File: src/rtl/custom_wptr_full.sv
// Write-side pointer and full-flag generator for an asynchronous FIFO.
// Runs in the write clock domain only. It keeps a binary write pointer and a
// Gray copy for the read domain. From the synchronized read Gray pointer it
// produces registered full, almost-full, fill level and sticky overflow.
//
// Handshake: a write is accepted on an edge when wen is high and the
// registered fifo_full is low. wen acts as valid and ~fifo_full as ready.
// A write offered while full is dropped: the pointer holds, memory is not
// written, and fifo_overflow is set.
module custom_wptr_full #(
  parameter int ADDRSIZE = 4,
  parameter int AF_SLACK = 1
) (
  input  logic                wclk_i,
  input  logic                wrst_i,
  input  logic                wen,
  input  logic [ADDRSIZE:0]   rptr_sync2_wrclk,
  input  logic                ovf_clr,
  output logic [ADDRSIZE-1:0] wr_addr,
  output logic [ADDRSIZE:0]   wptr_g,
  output logic                fifo_full,
  output logic                fifo_almost_full,
  output logic [ADDRSIZE:0]   wr_level,
  output logic                fifo_overflow
);

  localparam int A = ADDRSIZE;
  localparam logic [A:0] FULL_LEVEL = (A+1)'(2 ** A);
  localparam logic [A:0] AF_THRESH  = (A+1)'((2 ** A) - AF_SLACK);

  logic [A:0] wbin_q, wbin_d;
  logic [A:0] wgray_q, wgray_d;
  logic [A:0] level_q, level_d;
  logic [A:0] rbin;
  logic [A:0] rgray_shift;
  logic       full_q, full_d;
  logic       af_q, af_d;
  logic       ovf_q, ovf_d;
  logic       wr_accept;

  // Gray-to-binary of the read pointer: bit i is the XOR of all bits from
  // the MSB down to bit i.
  always_comb begin
    rbin        = '0;
    rgray_shift = '0;
    for (int i = 0; i <= A; i++) begin
      rgray_shift = rptr_sync2_wrclk >> i;
      rbin[i]     = ^rgray_shift;
    end
  end

  // Next pointer, Gray code, level and flag values for the coming edge.
  always_comb begin
    wr_accept = wen & ~full_q;
    wbin_d    = wbin_q + {{A{1'b0}}, wr_accept};
    wgray_d   = (wbin_d >> 1) ^ wbin_d;
    // The full pattern is the read Gray pointer with its two MSBs inverted.
    // That is the write pointer sitting exactly one lap ahead of the reader.
    full_d    = (wgray_d == {~rptr_sync2_wrclk[A:A-1], rptr_sync2_wrclk[A-2:0]});
    level_d   = wbin_d - rbin;
    af_d      = (level_d >= AF_THRESH);
    // Set has priority over clear so that a dropped write is never missed.
    if (wen && full_q)
      ovf_d = 1'b1;
    else if (ovf_clr)
      ovf_d = 1'b0;
    else
      ovf_d = ovf_q;
  end

  // State and flag registers with asynchronous reset.
  always_ff @(posedge wclk_i or posedge wrst_i) begin
    if (wrst_i) begin
      wbin_q  <= '0;
      wgray_q <= '0;
      level_q <= '0;
      full_q  <= 1'b0;
      af_q    <= 1'b0;
      ovf_q   <= 1'b0;
    end else begin
      wbin_q  <= wbin_d;
      wgray_q <= wgray_d;
      level_q <= level_d;
      full_q  <= full_d;
      af_q    <= af_d;
      ovf_q   <= ovf_d;
    end
  end

  assign wr_addr          = wbin_q[A-1:0];
  assign wptr_g           = wgray_q;
  assign fifo_full        = full_q;
  assign fifo_almost_full = af_q;
  assign wr_level         = level_q;
  assign fifo_overflow    = ovf_q;

  // The Gray-compare full detection must agree with the binary level.
  a_full_matches_level: assert property (
    @(posedge wclk_i) disable iff (wrst_i) full_d == (level_d == FULL_LEVEL)
  );

endmodule
File: config.mk
export PLATFORM = sky130hd
export DESIGN_NAME = custom_wptr_full
export DESIGN_NICKNAME = d
export VERILOG_FILES = /design/src/rtl/custom_wptr_full.sv
export SDC_FILE = /design/constraint.sdc
export NUM_CORES = 1
export LEC_CHECK = 0
export BUFFER_PORTS_ARGS = -buffer_cell sky130_fd_sc_hd__buf_2
export CORE_MARGIN = 4
export CORE_UTILIZATION = 41
export DETAILED_ROUTE_END_ITERATION = 16
export GPL_TIMING_DRIVEN = 1
export PLACE_DENSITY_LB_ADDON = 0.2
export RECOVER_POWER = 50
export SYNTH_ARGS = -nofsm -noshare
export SYNTH_HDL_FRONTEND = slang
export SYNTH_SLANG_ARGS = --single-unit
File: constraint.sdc
create_clock -name wclk_i -period 3.98 [get_ports wclk_i]
set_input_delay 0.199 -clock wclk_i [delete_from_list [all_inputs] [get_ports wclk_i]]
set_output_delay 0.199 -clock wclk_i [all_outputs]
set_load 0.05 [all_outputs]
======== Word-level counts from Yosys, hierarchy flattened ========
Cells that the tools add are included.
storage, ports and cells
  input port bits ......................... 9
  register bits ........................... 18
cells by class
  $lt $le $gt $ge ......................... 1
  multiplexer cells ....................... 2
  equal/unequal tests ..................... 1
  bitwise gates (word level) .............. 4
  reductions and logical operators ........ 7
  add/subtract/negate cells ............... 2
operator list
  kind                                                                    count
  5-bit XOR reduction                                                     5
  5-bit by 1-bit adder with 5-bit output                                  1
  5-bit == test                                                           1
  5-bit by 4-bit >= comparator with 1-bit output (second input constant)  1
  5-bit subtractor                                                        1
  4-bit by 5-bit bitwise XOR with 5-bit output                            1
  1-bit two-way mux                                                       2
  2-bit NOT                                                               1
  2-bit nonzero test                                                      1
  1-bit bitwise AND                                                       1
  1-bit logical AND                                                       1
  1-bit NOT                                                               1

======== Logic depth before layout (Yosys ltp) ========
  depth after elaboration ................. 5
  mapped depth ............................ 10
  depth with buffers taken out ............ 9

======== Worst setup path after synthesis ========
OpenSTA, ideal clock, no wires.
  path type ............................... flip-flop to flip-flop
  from .................................... register full_q (netlist: fifo_full)
  to ...................................... register af_q (netlist: fifo_almost_full)
  clock period less this slack ............ 2756 ps
  data required time ...................... 3860 ps
  cell stages (with the launch flop) ...... 10
  path buffers ............................ 0
  setup time .............................. 120 ps
  arrival time ............................ 2636 ps
  setup slack ............................. 1224 ps
  path through ............................ dfrtp_1 > and3b_1 > and3_1 > xnor2_1 > inv_1 > ha_1 > nor2b_1 > a221o_2 > xnor2_1 > a41o_1
between the ends
  word-level cells in the longest chain between the ends .. 5
ends and longest elaborated chain
  element                                         RTL line  text
  start: declaration                              36        logic full_q, full_d;
  start signal: assignment                        84        full_q <= full_d;
  1-bit NOT                                       54        wr_accept = wen & ~full_q;
  1-bit bitwise AND                               54
  5-bit by 1-bit adder with 5-bit output          55        wbin_d = wbin_q + {{A{1'b0}}, wr_accept};
  net wbin_d[3]                                   31        logic [A:0] wbin_q, wbin_d;
  5-bit subtractor                                60        level_d = wbin_d - rbin;
  net level_d[4]                                  33        logic [A:0] level_q, level_d;
  5-bit by 4-bit >= comparator with 1-bit output  61        af_d = (level_d >= AF_THRESH);
  net af_d                                        37        logic af_q, af_d;
  end signal: assignment                          78        af_q <= 1'b0;
  end signal: assignment                          85        af_q <= af_d;
  end: declaration                                37
The timed path passes the listed nets, and every way through them passes these cells.
A chain may end at the register's enable or synchronous reset.

======== Worst setup path in the final report ========
Ends and elaborated chain as after synthesis.

==> summary.txt <==
Outcome
  • Outcome: completed

Detailed routing
  • Number of vias in the routed layout: 597
  • Drt first pass iters: 4
  • Number of violations reported at the end of detailed-routing iteration 0: 2
  • WL per Instance: 12.1 microns
  • Total Routed Length: 1580 microns
  • Vias/cell: 4.59
  • Final antenna-violating net count: 0
  • DRC violation count after routing: 0

Logic synthesis
  • Total of flip-flops plus latches after synthesis: 17
  • Adder-Cell Fraction of Synth Area: 9.10%
  • Average cell area after synthesis: 12.3 sq um
  • Largest family of logic cells by synthesized area: XOR/XNOR gates
  • Post-synthesis simple-gate area fraction: 8.97%
  • Proportion of synthesized chip area in sequential cells: 46.9%
  • Multiplexer area fraction after synthesis: 0%
  • Cell Area, Synth: 907 sq um
  • Warning count from the yosys run: 0
  • Nets in the synthesized netlist: 89
  • Count of cell types in the netlist: 25
  • Share of the synthesized area in compound gates (AO/OA/AOI/OAI): 6.62%
  • Number of instances in the synthesized netlist: 74
  • Parity-gate share of the synthesized area counting xor and xnor cells: 23.0%

Clocking
  • Root buf cell: sky130_fd_sc_hd__clkbuf_4
  • CTS tree: done
  • Clock latency of the later-clocked register in the worst-skew pair: 0.28 ns
  • Buffers from clock root to sink, at most: 2
  • CTS H-Tree Depth: 1
  • Clock slew at reported path FFs: 0.10 ns
  • Total CTS buffers: 3
  • Sink count of the clock tree: 17
  • Post_cts resized: 0

GRT
  • Aggregate global routing overflow: 0
  • Global routing usage summed across all routing layers: 12.2%
  • Number of antenna violations at the first check in global routing: 0
  • Largest net degree at the start of global routing: 18
  • Vias in the first global route: 553
  • Global-route wire length before repair: 2540 microns

Setup path
  • Crit path arrival time: 2.83 ns
  • Most Frequent Cell on Critical Path: sky130_fd_sc_hd__xnor2_1
  • Cell at the slowest stage of the critical path: sky130_fd_sc_hd__xnor2_1
  • Kind of launch point of the worst setup path: flip-flop
  • Cell-by-cell listing of the critical path: and3b_1 -> and3_1 -> xnor2_1 -> inv_1 -> ha_1 -> nor2b_1 -> a221o_2 -> xnor2_1 -> a41o_1
  • Reg2reg setup slack: 1.34 ns
  • Category of the most critical setup path: reg -> reg
  • Category of cells accounting for the largest share of critical-path delay: XOR/XNOR gates
  • Largest stage delay, worst path: 0.42 ns
  • Largest fanout of any net on the critical path: 5
  • Type of element capturing the critical path: flip-flop
  • Data required time of the worst path: 4.16 ns
  • Number of buffers and inverters on the critical path: 1

STA
  • Setup skew after layout: 0.00197 ns
  • Worst relative slew slack: 59.0%
  • Final hold violations: 0
  • Max Clk Rate: 378 MHz
  • Setup TNS after final layout: 0 ns
  • RSZ-0062 raised after global routing: false
  • Final setup violating endpoints: 0
  • Post-layout min period: 2.64 ns
  • Final cycle utilization of the critical path: 66.4%
  • Final number of max-transition violations: 0
  • Transition time at the pin with the least slew margin: 0.617 ns

Layout
  • Most common library cell in the layout ignoring fill and taps: sky130_fd_sc_hd__buf_2
  • Relative area change from synthesis to final layout: 19.4%
  • Layout cells sized above 1: 25.2%
  • Top library cells by usage in the layout, fill and taps aside: sky130_fd_sc_hd__buf_2 (18), sky130_fd_sc_hd__dfrtp_1 (17), sky130_fd_sc_hd__xnor2_1 (14)
  • Filler instances: 195
  • N_diodes: 0
  • Final net count: 119
  • Final cell count without fillers: 130

Place
  • Total instance count after detailed placement: 125
  • GP Congestion: 0.743
  • Port bufs: 25
  • DP HPWL: 1240 microns

Floorplanning
  • Row Count: 16
  • Top-level port count: 26
  • Overall die area: 3030 sq um
  • Die extent in x: 55.0 microns
  • Initial Util: 44.9%
  • Y dimension of the die: 55.0 microns
  • Core box area: 2020 sq um

Hold path
  • Min-delay worst type: in -> reg

Job
  • Reported max-cap violation count: 0
sequential cells by signal, indices dropped and copies added (netlist names):
register	count
fifo_full	1
fifo_almost_full	1
wptr_g	4
fifo_overflow	1
wbin_q	5
wr_level	5
Yosys cell counts:
cell,number,area (sq um)
sky130_fd_sc_hd__a211o_1,1,8.76
sky130_fd_sc_hd__dfrtp_1,17,425
sky130_fd_sc_hd__buf_6,1,11.3
sky130_fd_sc_hd__and3_2,1,7.51
sky130_fd_sc_hd__a221o_1,1,10.0
sky130_fd_sc_hd__o21ai_0,1,5.00
sky130_fd_sc_hd__and3b_1,1,8.76
sky130_fd_sc_hd__ha_1,5,62.6
sky130_fd_sc_hd__inv_1,10,37.5
sky130_fd_sc_hd__a221o_2,1,11.3
sky130_fd_sc_hd__nand2_1,1,3.75
sky130_fd_sc_hd__nor2b_1,3,18.8
sky130_fd_sc_hd__or3_1,1,6.26
sky130_fd_sc_hd__nor3_1,1,5.00
sky130_fd_sc_hd__nand3b_1,2,15.0
sky130_fd_sc_hd__xor2_1,4,35.0
sky130_fd_sc_hd__fa_1,1,20.0
sky130_fd_sc_hd__and3_1,1,6.26
sky130_fd_sc_hd__xnor3_2,1,23.8
sky130_fd_sc_hd__o211ai_1,1,7.51
sky130_fd_sc_hd__xnor2_1,14,123
sky130_fd_sc_hd__xnor2_4,1,27.5
sky130_fd_sc_hd__nand3_1,2,10.0
sky130_fd_sc_hd__a22oi_1,1,7.51
sky130_fd_sc_hd__a41o_1,1,10.0
routing by layer:
layer  GRT usage (%)  part of all wire (%)
met2            17.5                    44
met4            9.72                   1.9
met1            16.7                    46
met3           0.804                   7.5
met5               0                     0
through the flow:
stage                     instance area (sq um)  util, %  worst slack (ns)  hold slack [ns]
final                                      1080     53.6              1.34           0.0905
after global routing                       1080     53.6              1.08           0.0956
after CTS                                  1090     54.0              1.32           0.0847
after detailed placement                   1050     52.2              1.34            0.305
after global placement                     1050     52.2              1.41            0.298
after floorplan                             907        -              1.22            0.125
cell type report:
type	instances	area, sq um	share of cell area [%]
Timing Repair Buffer	26	126	11.7
Clock inverter	1	5.00	0.462
Sequential cell	17	425	39.3
Clock buffer	3	22.5	2.08
Tap cell	27	33.8	3.12
Multi-Input combinational cell	46	433	40.0
Inverter	10	37.5	3.46
path summary, 6_finish.rpt:
kind                                      startpoint                    endpoint  depth (start not counted)
max in group asynchronous                     wrst_i         wbin_q[2]$_DFF_PP0_                          3
min reg2reg                fifo_overflow$_DFFE_PP0P_   fifo_overflow$_DFFE_PP0P_                          2
min                                          ovf_clr   fifo_overflow$_DFFE_PP0P_                          2
min in group asynchronous                     wrst_i       wr_level[2]$_DFF_PP0_                          3
max                              fifo_full$_DFF_PP0_  fifo_almost_full$_DFF_PP0_                          9
max reg2reg                      fifo_full$_DFF_PP0_  fifo_almost_full$_DFF_PP0_                          9
cells by family after synthesis:
family                     Yosys count
AOI/OAI and AO/OA                    7
xor gates and xnor gates            20
adders and majority gates            6
DFF                                 17
and+or+nand+nor                     13
buffers and inverters               11
timing repair:
action	in CTS	in global routing
buffers inserted	0	0
hold buffers	1	0
hold endpoints to repair	17	0
Power is left out: the tool's default activity adds up to more than one toggle a clock period on the data nets, which glitch-free logic cannot reach.
